### src/rtl/router_input_buffer_pkg.sv
`default_nettype none
// ============================================================================
// Module      : HeMPS_defaults (package)
// Description : Shared router widths, port indices and input-buffer FSM states.
// Revision    : 1.0 - initial release
// ============================================================================
package HeMPS_defaults;

    localparam int TAM_FLIT   = 16;
    localparam int TAM_BUFFER = 16;
    localparam int NPORT      = 5;

    typedef logic [TAM_FLIT-1:0]            regflit;
    typedef logic [NPORT-1:0]               regNport;
    typedef logic [NPORT-1:0][TAM_FLIT-1:0] arrayNport_regflit;

    localparam int EAST  = 0;
    localparam int WEST  = 1;
    localparam int NORTH = 2;
    localparam int SOUTH = 3;
    localparam int LOCAL = 4;

    typedef enum logic [2:0] {
        S_IDLE    = 3'd0,
        S_REQ     = 3'd1,
        S_HDR     = 3'd2,
        S_SIZE    = 3'd3,
        S_PAYLOAD = 3'd4
    } ibuf_state_t;

    typedef logic [$clog2(TAM_BUFFER)-1:0] ptr_t;

endpackage
`default_nettype wire

### src/rtl/router_buffer_fifo.sv
`default_nettype none
// ============================================================================
// Module      : router_buffer_fifo
// Description : Circular flit store with occupancy count and full/empty flags.
// Revision    : 1.0 - initial release
// ============================================================================
module router_buffer_fifo #(
    parameter int TAM_FLIT   = 16,
    parameter int TAM_BUFFER = 16
) (
    input  logic                clock,
    input  logic                reset,
    input  logic                wr_req,
    input  logic [TAM_FLIT-1:0] wr_data,
    input  logic                rd_en,
    output logic [TAM_FLIT-1:0] rd_data,
    output logic                full,
    output logic                empty
);

    localparam int                c_ptr_w = $clog2(TAM_BUFFER);
    localparam logic [c_ptr_w-1:0] c_ptr_one = 1;
    localparam logic [c_ptr_w:0]   c_cnt_one = 1;
    localparam logic [c_ptr_w:0]   c_depth   = TAM_BUFFER[c_ptr_w:0];

    logic [TAM_FLIT-1:0] r_mem [TAM_BUFFER];
    logic [c_ptr_w-1:0]  r_wr_ptr;
    logic [c_ptr_w-1:0]  r_rd_ptr;
    logic [c_ptr_w:0]    r_count;
    logic                w_wr_en;
    logic                w_rd_en;

    assign full    = (r_count == c_depth);
    assign empty   = (r_count == '0);
    assign rd_data = r_mem[r_rd_ptr];
    assign w_rd_en = rd_en && !empty;
    // A write into a full FIFO is accepted only when the head pops on the same edge.
    assign w_wr_en = wr_req && (!full || w_rd_en);

    always_ff @(posedge clock) begin
        if (w_wr_en) begin
            r_mem[r_wr_ptr] <= wr_data;
        end
    end

    always_ff @(posedge clock or posedge reset) begin
        if (reset) begin
            r_wr_ptr <= '0;
            r_rd_ptr <= '0;
            r_count  <= '0;
        end else begin
            if (w_wr_en) begin
                r_wr_ptr <= r_wr_ptr + c_ptr_one;
            end
            if (w_rd_en) begin
                r_rd_ptr <= r_rd_ptr + c_ptr_one;
            end
            if (w_wr_en && !w_rd_en) begin
                r_count <= r_count + c_cnt_one;
            end else if (!w_wr_en && w_rd_en) begin
                r_count <= r_count - c_cnt_one;
            end
        end
    end

endmodule
`default_nettype wire

### src/rtl/router_input_buffer.sv
`default_nettype none
// ============================================================================
// Module      : router_input_buffer
// Description : Router input port buffer; requests routing per packet and
//               streams header, size and payload flits to the crossbar.
// Revision    : 1.0 - initial release
// ============================================================================
module router_input_buffer #(
    parameter int TAM_FLIT   = 16,
    parameter int TAM_BUFFER = 16
) (
    input  logic                clock,
    input  logic                reset,
    input  logic                rx,
    input  logic [TAM_FLIT-1:0] data_in,
    output logic                credit_o,
    output logic                h,
    input  logic                ack_h,
    output logic                data_av,
    output logic [TAM_FLIT-1:0] data,
    input  logic                data_ack,
    output logic                sender
);

    import HeMPS_defaults::*;

    localparam logic [TAM_FLIT-1:0] c_flit_one = 1;

    ibuf_state_t         r_state;
    ibuf_state_t         w_state_next;
    logic [TAM_FLIT-1:0] r_flit_cnt;
    logic [TAM_FLIT-1:0] w_flit_cnt_next;
    logic                w_pop;
    logic                w_full;
    logic                w_empty;

    router_buffer_fifo #(
        .TAM_FLIT   (TAM_FLIT),
        .TAM_BUFFER (TAM_BUFFER)
    ) u_fifo (
        .clock   (clock),
        .reset   (reset),
        .wr_req  (rx),
        .wr_data (data_in),
        .rd_en   (w_pop),
        .rd_data (data),
        .full    (w_full),
        .empty   (w_empty)
    );

    assign credit_o = !w_full;
    // Connection ownership follows the state so that reset clears it asynchronously.
    assign sender   = (r_state == S_HDR) || (r_state == S_SIZE) || (r_state == S_PAYLOAD);

    always_ff @(posedge clock or posedge reset) begin
        if (reset) begin
            r_state    <= S_IDLE;
            r_flit_cnt <= '0;
        end else begin
            r_state    <= w_state_next;
            r_flit_cnt <= w_flit_cnt_next;
        end
    end

    always_comb begin
        w_state_next    = r_state;
        w_flit_cnt_next = r_flit_cnt;
        h               = 1'b0;
        data_av         = 1'b0;
        w_pop           = 1'b0;
        case (r_state)
            S_IDLE: begin
                if (!w_empty) begin
                    w_state_next = S_REQ;
                end
            end
            S_REQ: begin
                h = 1'b1;
                if (ack_h) begin
                    w_state_next = S_HDR;
                end
            end
            S_HDR: begin
                data_av = 1'b1;
                if (data_ack) begin
                    w_pop        = 1'b1;
                    w_state_next = S_SIZE;
                end
            end
            S_SIZE: begin
                data_av = !w_empty;
                if (data_av && data_ack) begin
                    w_pop           = 1'b1;
                    w_flit_cnt_next = data;
                    w_state_next    = (data == '0) ? S_IDLE : S_PAYLOAD;
                end
            end
            S_PAYLOAD: begin
                data_av = !w_empty;
                if (data_av && data_ack) begin
                    w_pop           = 1'b1;
                    w_flit_cnt_next = r_flit_cnt - c_flit_one;
                    if (r_flit_cnt == c_flit_one) begin
                        w_state_next = S_IDLE;
                    end
                end
            end
            default: begin
                w_state_next = S_IDLE;
            end
        endcase
    end

endmodule
`default_nettype wire

### config.mk
export PLATFORM = sky130hd
export DESIGN_NAME = router_input_buffer
export DESIGN_NICKNAME = d
export VERILOG_FILES = /design/src/rtl/router_input_buffer_pkg.sv /design/src/rtl/router_buffer_fifo.sv /design/src/rtl/router_input_buffer.sv
export SDC_FILE = /design/constraint.sdc
export NUM_CORES = 1
export LEC_CHECK = 0
export BUFFER_PORTS_ARGS = -buffer_cell sky130_fd_sc_hd__buf_2
export CAP_MARGIN = 20
export CORE_UTILIZATION = 65
export DETAILED_ROUTE_END_ITERATION = 16
export PLACE_DENSITY_LB_ADDON = 0.12
export SKIP_CTS_REPAIR_TIMING = 1
export SYNTH_ARGS = -nofsm -noshare
export SYNTH_HDL_FRONTEND = slang
export SYNTH_SLANG_ARGS = --single-unit
### constraint.sdc
create_clock -name clock -period 8.24 [get_ports clock]
set_input_delay 1.236 -clock clock [delete_from_list [all_inputs] [get_ports clock]]
set_output_delay 1.236 -clock clock [all_outputs]
set_load 0.01 [all_outputs]
Word-level counts from Yosys, hierarchy flattened --
Memories as Yosys holds them, arrays and structs flattened. Cells that the tools add are included.
Cells by class: add/subtract/negate cells 5, equal/unequal tests 12, mux-type cells 20, reductions and logical operators 20
Operators with widths (number):
- two-way mux 16 bit | 2
- case mux 16 bit (2 select lines) | 1
- two-way mux 3 bit | 7
- == test 16 x 1 -> 1 bit, second input constant | 1
- logical NOT 16 bit | 1
- subtractor 16 x 1 -> 16 bit, second input constant | 1
- case mux 3 bit (5 select lines) | 1
- two-way mux 5 bit | 2
- adder 4 x 1 -> 4 bit, second input constant | 2
- == test 3 x 2 -> 1 bit, second input constant | 2
- != test 2 x 1 -> 1 bit, second input constant | 3
- != test 2 bit, second input constant | 3
- AND reduction 6 bit | 1
- adder 5 x 1 -> 5 bit, second input constant | 1
- == test 5 bit, second input constant | 1
- logical AND 1 bit | 5
- logical NOT 5 bit | 1
- two-way mux 1 bit | 5
- subtractor 5 x 1 -> 5 bit, second input constant | 1
- logical NOT 1 bit | 4
- case mux 1 bit (2 select lines) | 2
- nonzero test 2 bit | 2
- == test 3 x 1 -> 1 bit, second input constant | 1
- == test 3 bit, second input constant | 1
- 4 further kinds | 6
Word-level totals: bits in registers 32, memory bits (writable) 256, input port bits 21, memories kept 1
Memories:
- u_fifo.r_mem | words 16, width 16, read ports 1, clocked after Yosys merged registers in 0, write ports 1, RTL line router_buffer_fifo.sv:26 | logic [TAM_FLIT-1:0] r_mem [TAM_BUFFER];

Longest topological paths before layout --
Gate-level depths: netlist of run 1.
depth after elaboration 12, depth in mapped cells 15, gate-level depth less buffers 13

Hierarchy --
Synthesis of run 1 repeated with hierarchy kept, for this count alone.
Second synthesis, totals: cells, all modules 723, area, all modules 11980.2 µm²
Modules (own cells, without submodules):
- router_buffer_fifo | times used 1, cells an instance 554, area each 10593.9 µm²
- router_input_buffer | times used 1, cells an instance 169, area each 1386.3 µm²

Worst setup path before layout of run 1 --
Ideal clock, no wire load.
kind input-to-reg, start in data_ack, end mem u_fifo.r_mem[0][0], enable pin, data arrival time 3277 ps, required time 7810 ps, slack 4533 ps, stages on the path 4, buffers on the path 0, path through o21ai_2 -> a21oi_2 -> o21ai_2 -> nor4_1
On the way: longest elaborated chain between the ends 8
Ends and longest elaborated chain:
- from (decl) | RTL line router_input_buffer.sv:21 | input logic data_ack,
- logical AND 1 bit | RTL line router_input_buffer.sv:92, router_input_buffer.sv:100
- two-way mux 1 bit | RTL line router_input_buffer.sv:92, router_input_buffer.sv:100
- case mux 1 bit (2 select lines) * | RTL line router_input_buffer.sv:71 | case (r_state)
- logical AND 1 bit * | RTL line router_buffer_fifo.sv:36 | assign w_rd_en = rd_en && !empty;
- logical OR 1 bit * | RTL line router_buffer_fifo.sv:38 | assign w_wr_en = wr_req && (!full || w_rd_en);
- logical AND 1 bit * | RTL line router_buffer_fifo.sv:38
- two-way mux 1 bit * | RTL line router_buffer_fifo.sv:41 | if (w_wr_en) begin
- two-way mux 1 bit (not written as such) * | RTL line router_buffer_fifo.sv:42 | r_mem[r_wr_ptr] <= wr_data;
- to (decl) | RTL line router_buffer_fifo.sv:26
Every way passes the cells marked *; elsewhere a longest branch is shown, timed or not.

Final worst setup path of run 1 --
start reg u_fifo.r_rd_ptr[0], end out data[13]
On the way: longest elaborated chain between the ends 1
Ends and longest elaborated chain:
- from (decl) | RTL line router_buffer_fifo.sv:28 | logic [c_ptr_w-1:0] r_rd_ptr;
- from (signal assigned) | RTL line router_buffer_fifo.sv:56 | r_rd_ptr <= r_rd_ptr + c_ptr_one;
- memory (16 x 16 bit)
- to (decl) | RTL line router_input_buffer.sv:20 | output logic [TAM_FLIT-1:0] data,
Every way passes these cells.

==> out/qor.csv, run 1 <==
metric,value,unit
num ports,41,
clock sinks,288,
CP Launch Type,flip-flop,
vias in the first global route,6390,
crit path DAT,3.28,ns
DRC Markers,0,
clock tree buffer depth,3,
fill cell count,943,
Clock Power Share,26.7,%
die height,136,um
CP cell instances,buf_4 > mux4_2 > a22oi_1 > nand2_1 > buf_2,
pre-CTS setup slack,4.21,ns
area of the multi-input gates,3020,sq um
reg2reg setup slack,4.23,ns
leakage power,4.45,nW
Sw Ratio,33.2,%
Tcrit/Tclk final,54.8,%
root buf cell,clkbuf_16,
Post-Route WL,26700,um
"Clk Latency, worst-skew pair",0.54,ns
Final setup viols,0,
P_sw,0.00159,W
Buffers & Inverters on Critical Path,2,
Clock transition at path regs,0.06,ns
relative slew slack,23.5,%
cells after synthesis,646,
H-tree depth,1,
fin nets,736,
hold endpoint,u_fifo.r_rd_ptr[3],
routability cong.,0.910,
CP peak stage delay,0.82,ns
R2R cell count,6,
max-cap viol count,0,
initial core utilization,67.1,%
worst min path class,reg2reg,
All-Layer GR Usage,30.0,%
mean post-synth cell area,18.1,sq um
Hold WS,0.525,ns
Vias/cell,6.75,
hold depth,1,
cts bufs inserted,28,
Pre-Repair DR Iteration Count,5,
GR Overflow Total,0,
FF+latch area,8490,sq um
Flop pwr share,41.8,%
share of cells above drive strength 1,25.3,%
#FFs+latches synth,288,
Port Buffers,40,
HPWL after DPL,15500,um
RSZ-0062 raised after global routing,false,
first-pass GRT wire length,38600,um
pwr dens,363,nW/um^2
Synth area leaders,"edfxtp_1 (66%), mux4_2 (12%), dfrtp_1 (6.9%)",
Pint,0.00320,W
ys async rst share,11.1,%
top-count cell post-synth,edfxtp_1,
Die X,136,um
"Warnings, synthesis",0,
Logic pwr share,31.5,%
hold_sp,u_fifo.r_rd_ptr[3],
ys flop type,edfxtp_1,
initial antenna violation count,1,
"EDFF count, synth",256,
R2R Path Start,r_state[1],
Synth top cells by count,"edfxtp_1 (256), mux4_2 (64), a22oi_1 (36)",
Netlist cell types,46,
top cell type by total area after synthesis,edfxtp_1,
"delay-heaviest family, CP",buffers and inverters,
core area,17400,sq um
worst setup slack after layout,3.73,ns
largest net degree at the start of global routing,44,
Max IR drop VDD,0.312,mV
Die Area,18500,sq um
Area Growth Syn to Fin,12.9,%
critical setup path kind,reg2out,
CP required,7.00,ns
CP Capture Type,output pin,
status,"finished, final reports clean",
Antenna Nets Post-Route,0,
Tmin final,4.51,ns
Yosys top cell area share,65.8,%
Worst Tran Pin Value,1.15,ns
Core Rows,48,
CTS tree,done,
# diodes,0,
f_max,222,MHz
Mapped Area,11700,sq um
Worst Skew,0.0173,ns
Max Slew Vio Count,0,
Total Neg Setup Slack,0,ns
"Slowest-stage cell, CP",dfrtp_4,
terminus of the critical flop-to-flop path,u_fifo.r_mem[7][11],
DRT iter0 DRCs,682,
via count,6402,
Fin. Hold Viols,0,
post-synthesis sequential area ratio,72.6,%
Synth Net Count,680,
wire length per cell,28.1,um
Crit Path Max Fanout,37,
sequential cells by signal (all words and copies together), names as in the netlist:
register,count
u_fifo.r_mem,256
u_fifo.r_wr_ptr,4
r_flit_cnt,16
r_state,3
u_fifo.r_rd_ptr,4
u_fifo.r_count,5
layer usage:
layer,vias up,track usage (%),part of all wire (%)
li1,2710,-,-
met1,3272,38.4,36
met2,334,50.4,51
met3,84,6.41,8.7
met4,2,12.4,3.8
met5,-,0,0.049
placed cells by master (no fill, tap or decap), types with 2 or more instances in the layout:
cell type  Yosys  final
o22ai_1        5      5
edfxtp_1     256    256
o2bb2ai_1      2      2
nand2b_1       4      4
nor2b_1        6      6
buf_2          6     40
a21oi_1       25     25
dfrtp_1       32     30
nand3_1        6      6
bufinv_16      0      2
ha_1          12     12
buf_16         0      3
clkinv_2       0      3
nor2_1        24     20
mux2i_1        2      2
nor4_1        14     10
buf_4          0     15
clkbuf_1      20     10
clkbuf_16      0     29
o21ai_2        2      2
nand2_1       34     34
mux4_2        64     64
xor2_1         3      3
nand3b_1       2      2
nor4_2         0      4
nand4_1        4      4
nor3b_1        5      4
o21ai_0       20     20
clkbuf_8       0      5
xnor2_1        8      8
nor3_1         4      4
nor2_2         0      4
a22oi_1       36     36
and2_1        10     10
inv_1         15     15
area by class of cell:
class / count / area share (%)
clock buffers: 44 / 6.30
repair buffers: 60 / 3.19
flip-flops and latches: 288 / 64.3
clock inverters: 8 / 0.730
inverters: 16 / 0.455
multi-input cells: 308 / 22.9
well taps: 225 / 2.13
per-stage QoR:
step | total power (W) | std cells | area [sq um] | util, %
final | 0.00479 | 949 | 13200 | 75.8
after detailed placement | 0.00351 | 896 | 12300 | 70.4
after global routing | 0.00498 | 949 | 13200 | 75.8
after floorplan | 0.00300 | 646 | 11700 | -
after CTS | 0.00480 | 948 | 13200 | 75.7
after global placement | 0.00343 | 891 | 12200 | 69.8
kinds of logic after synthesis:
group / after synthesis / share of synthesized area [%]
DFF: 288 / 72.6
and+or+nand+nor: 119 / 5.24
AOI/OAI and AO/OA: 98 / 5.34
muxes: 67 / 12.6
buffers and inverters: 50 / 1.93
adders and majority gates: 13 / 1.46
xor gates and xnor gates: 11 / 0.824
worst reg2reg max path, cell delays in order (launching register included):
cell and delay (ns):
dfrtp_1 0.48, nor2b_1 0.19, nand2b_1 0.59, a21oi_2 0.70
o21ai_2 0.28, nor3b_1 0.41, and2_1 0.96
power groups by stage:
stage	registers, W	clock network (W)	logic [W]
after floorplan	0.00190	0	0.00110
after global placement	0.00201	0	0.00142
after detailed placement	0.00203	0	0.00148
after CTS	0.00200	0.00129	0.00150
after global routing	0.00203	0.00134	0.00161
final	0.00200	0.00128	0.00151
how the worst max path moves through the flow:
stage	from	end	slack [ns]	cells after the start
6_report	u_fifo.r_rd_ptr[0]	data[13]	3.73	5
3_3_place_gp	u_fifo.r_rd_ptr[0]	data[14]	4.25	5
5_1_grt	u_fifo.r_rd_ptr[0]	data[14]	3.49	5
4_1_cts	u_fifo.r_rd_ptr[0]	data[14]	3.63	5
2_1_floorplan	data_ack	u_fifo.r_mem[0][0]	4.53	4
3_5_place_dp	u_fifo.r_rd_ptr[0]	data[13]	4.21	5
Note: power is estimated with default switching activity, not from simulation.
==> inputs of run 2 (changes only) <==
CORE_UTILIZATION = 55   (was 65)
clock period = 3.6 ns   (was 8.24 ns; I/O delays follow)
==> out/qor.csv, run 2 (synthesized netlist as in run 1, its figures left out) <==
metric,value,unit
status,"finished, final reports clean",
crit path DAT,2.83,ns
Die Area,21800,sq um
R2R Path Start,u_fifo.r_count[0],
CP required,3.06,ns
Pre-Repair DR Iteration Count,5,
Tcrit/Tclk final,93.5,%
clock sinks,288,
Vias/cell,6.28,
initial antenna violation count,1,
Tmin final,3.37,ns
first-pass GRT wire length,38700,um
most frequent cells in the layout,"edfxtp_1 (256), mux4_2 (64), buf_2 (40)",
HPWL after DPL,15000,um
clock tree buffer depth,3,
root buf cell,clkbuf_16,
largest net degree at the start of global routing,37,
fin nets,748,
via count,6307,
CP Capture Type,output pin,
routability cong.,0.916,
max reg flops,256,
Hold WS,0.0693,ns
fill cell count,1437,
Top reg by flops,u_fifo.r_mem,
worst min path class,in2async,
Max Slew Vio Count,0,
utilization after layout,64.3,%
Post-Route WL,25700,um
DRT iter0 DRCs,569,
biggest registers after layout,"u_fifo.r_mem: 256 flops, r_flit_cnt: 16 flops, u_fifo.r_count: 5 flops",
CTS tree,done,
critical setup path kind,reg2out,
num ports,41,
RSZ-0062 raised after global routing,false,
"commonest non-fill, non-tap cell in the layout",edfxtp_1,
Die X,148,um
DRC Markers,0,
Crit Path Max Fanout,26,
f_max,297,MHz
Final setup viols,0,
Worst Skew,0.00940,ns
GR Overflow Total,0,
share of cells above drive strength 1,26.0,%
initial core utilization,56.9,%
Total Neg Setup Slack,0,ns
All-Layer GR Usage,24.6,%
Clock transition at path regs,0.06,ns
H-tree depth,1,
pwr dens,813,nW/um^2
"Clk Latency, worst-skew pair",0.54,ns
CP Launch Type,flip-flop,
cts bufs inserted,29,
Worst Tran Pin Value,1.14,ns
Crit. Startpoint,u_fifo.r_rd_ptr[0],
core area,20600,sq um
vias in the first global route,6347,
Max IR drop VDD,0.454,mV
wire length per cell,25.6,um
relative slew slack,24.1,%
Antenna Nets Post-Route,0,
die height,148,um
Port Buffers,40,
Fin. Hold Viols,0,
Area Growth Syn to Fin,13.1,%
leakage power,4.46,nW
Core Rows,52,
max-cap viol count,0,
[run 2: path summary, 6_finish.rpt]
path	slack, ns	cells past startpoint	to
max in group asynchronous	2.84	3	r_flit_cnt[2]
worst min register to register	0.50	2	r_flit_cnt[11]
worst min-delay path	0.07	2	u_fifo.r_rd_ptr[2]
worst max register to register	0.48	13	u_fifo.r_count[4]
worst max-delay path	0.23	6	data[8]
min in group clock	0.37	1	u_fifo.r_mem[5][13]
[run 2: area by class of cell]
class / count / area [sq um] / area share (%)
sequential: 288 / 8490 / 64.2
multi-input combinational: 308 / 3020 / 22.8
clock inverter: 17 / 82.6 / 0.625
inverter: 16 / 60.1 / 0.454
timing repair buffer: 71 / 483 / 3.65
antenna: 1 / 2.50 / 0.0189
tap: 270 / 338 / 2.56
clock buffer: 34 / 744 / 5.63
[run 2: where the power goes]
group	switching [W]	total [W]	leakage (nW)	internal, W
registers	0.000374	0.00449	2.69	0.00412
clock network	0.00116	0.00262	0.412	0.00147
logic	0.00207	0.00364	1.35	0.00157
[run 2: worst max-delay path: stages, from the launching register on]
cell and delay [ns]:
dfrtp_4 0.63, buf_12 0.29, buf_4 0.23, mux4_2 0.53, a22oi_1 0.19, nand2_1 0.20
buf_2 0.20
[run 2: per-stage QoR]
step	cell area, sq um	total power (W)	setup slack, ns	std cells
after floorplan	11700	0.00687	0.237	646
after global placement	12400	0.00809	0.572	953
after detailed placement	12400	0.00820	0.488	953
after CTS	13200	0.0108	0.183	1004
after global routing	13200	0.0113	0.0739	1004
final	13200	0.0108	0.235	1005
[run 2: metal layers]
metal | global-route usage [%] | vias up | part of all wire [%]
met5 | 0 | - | 0
met4 | 7.99 | 0 | 2.9
met3 | 3.40 | 40 | 7.2
met2 | 39.4 | 267 | 48
met1 | 35.4 | 3261 | 42
li1 | - | 2739 | -
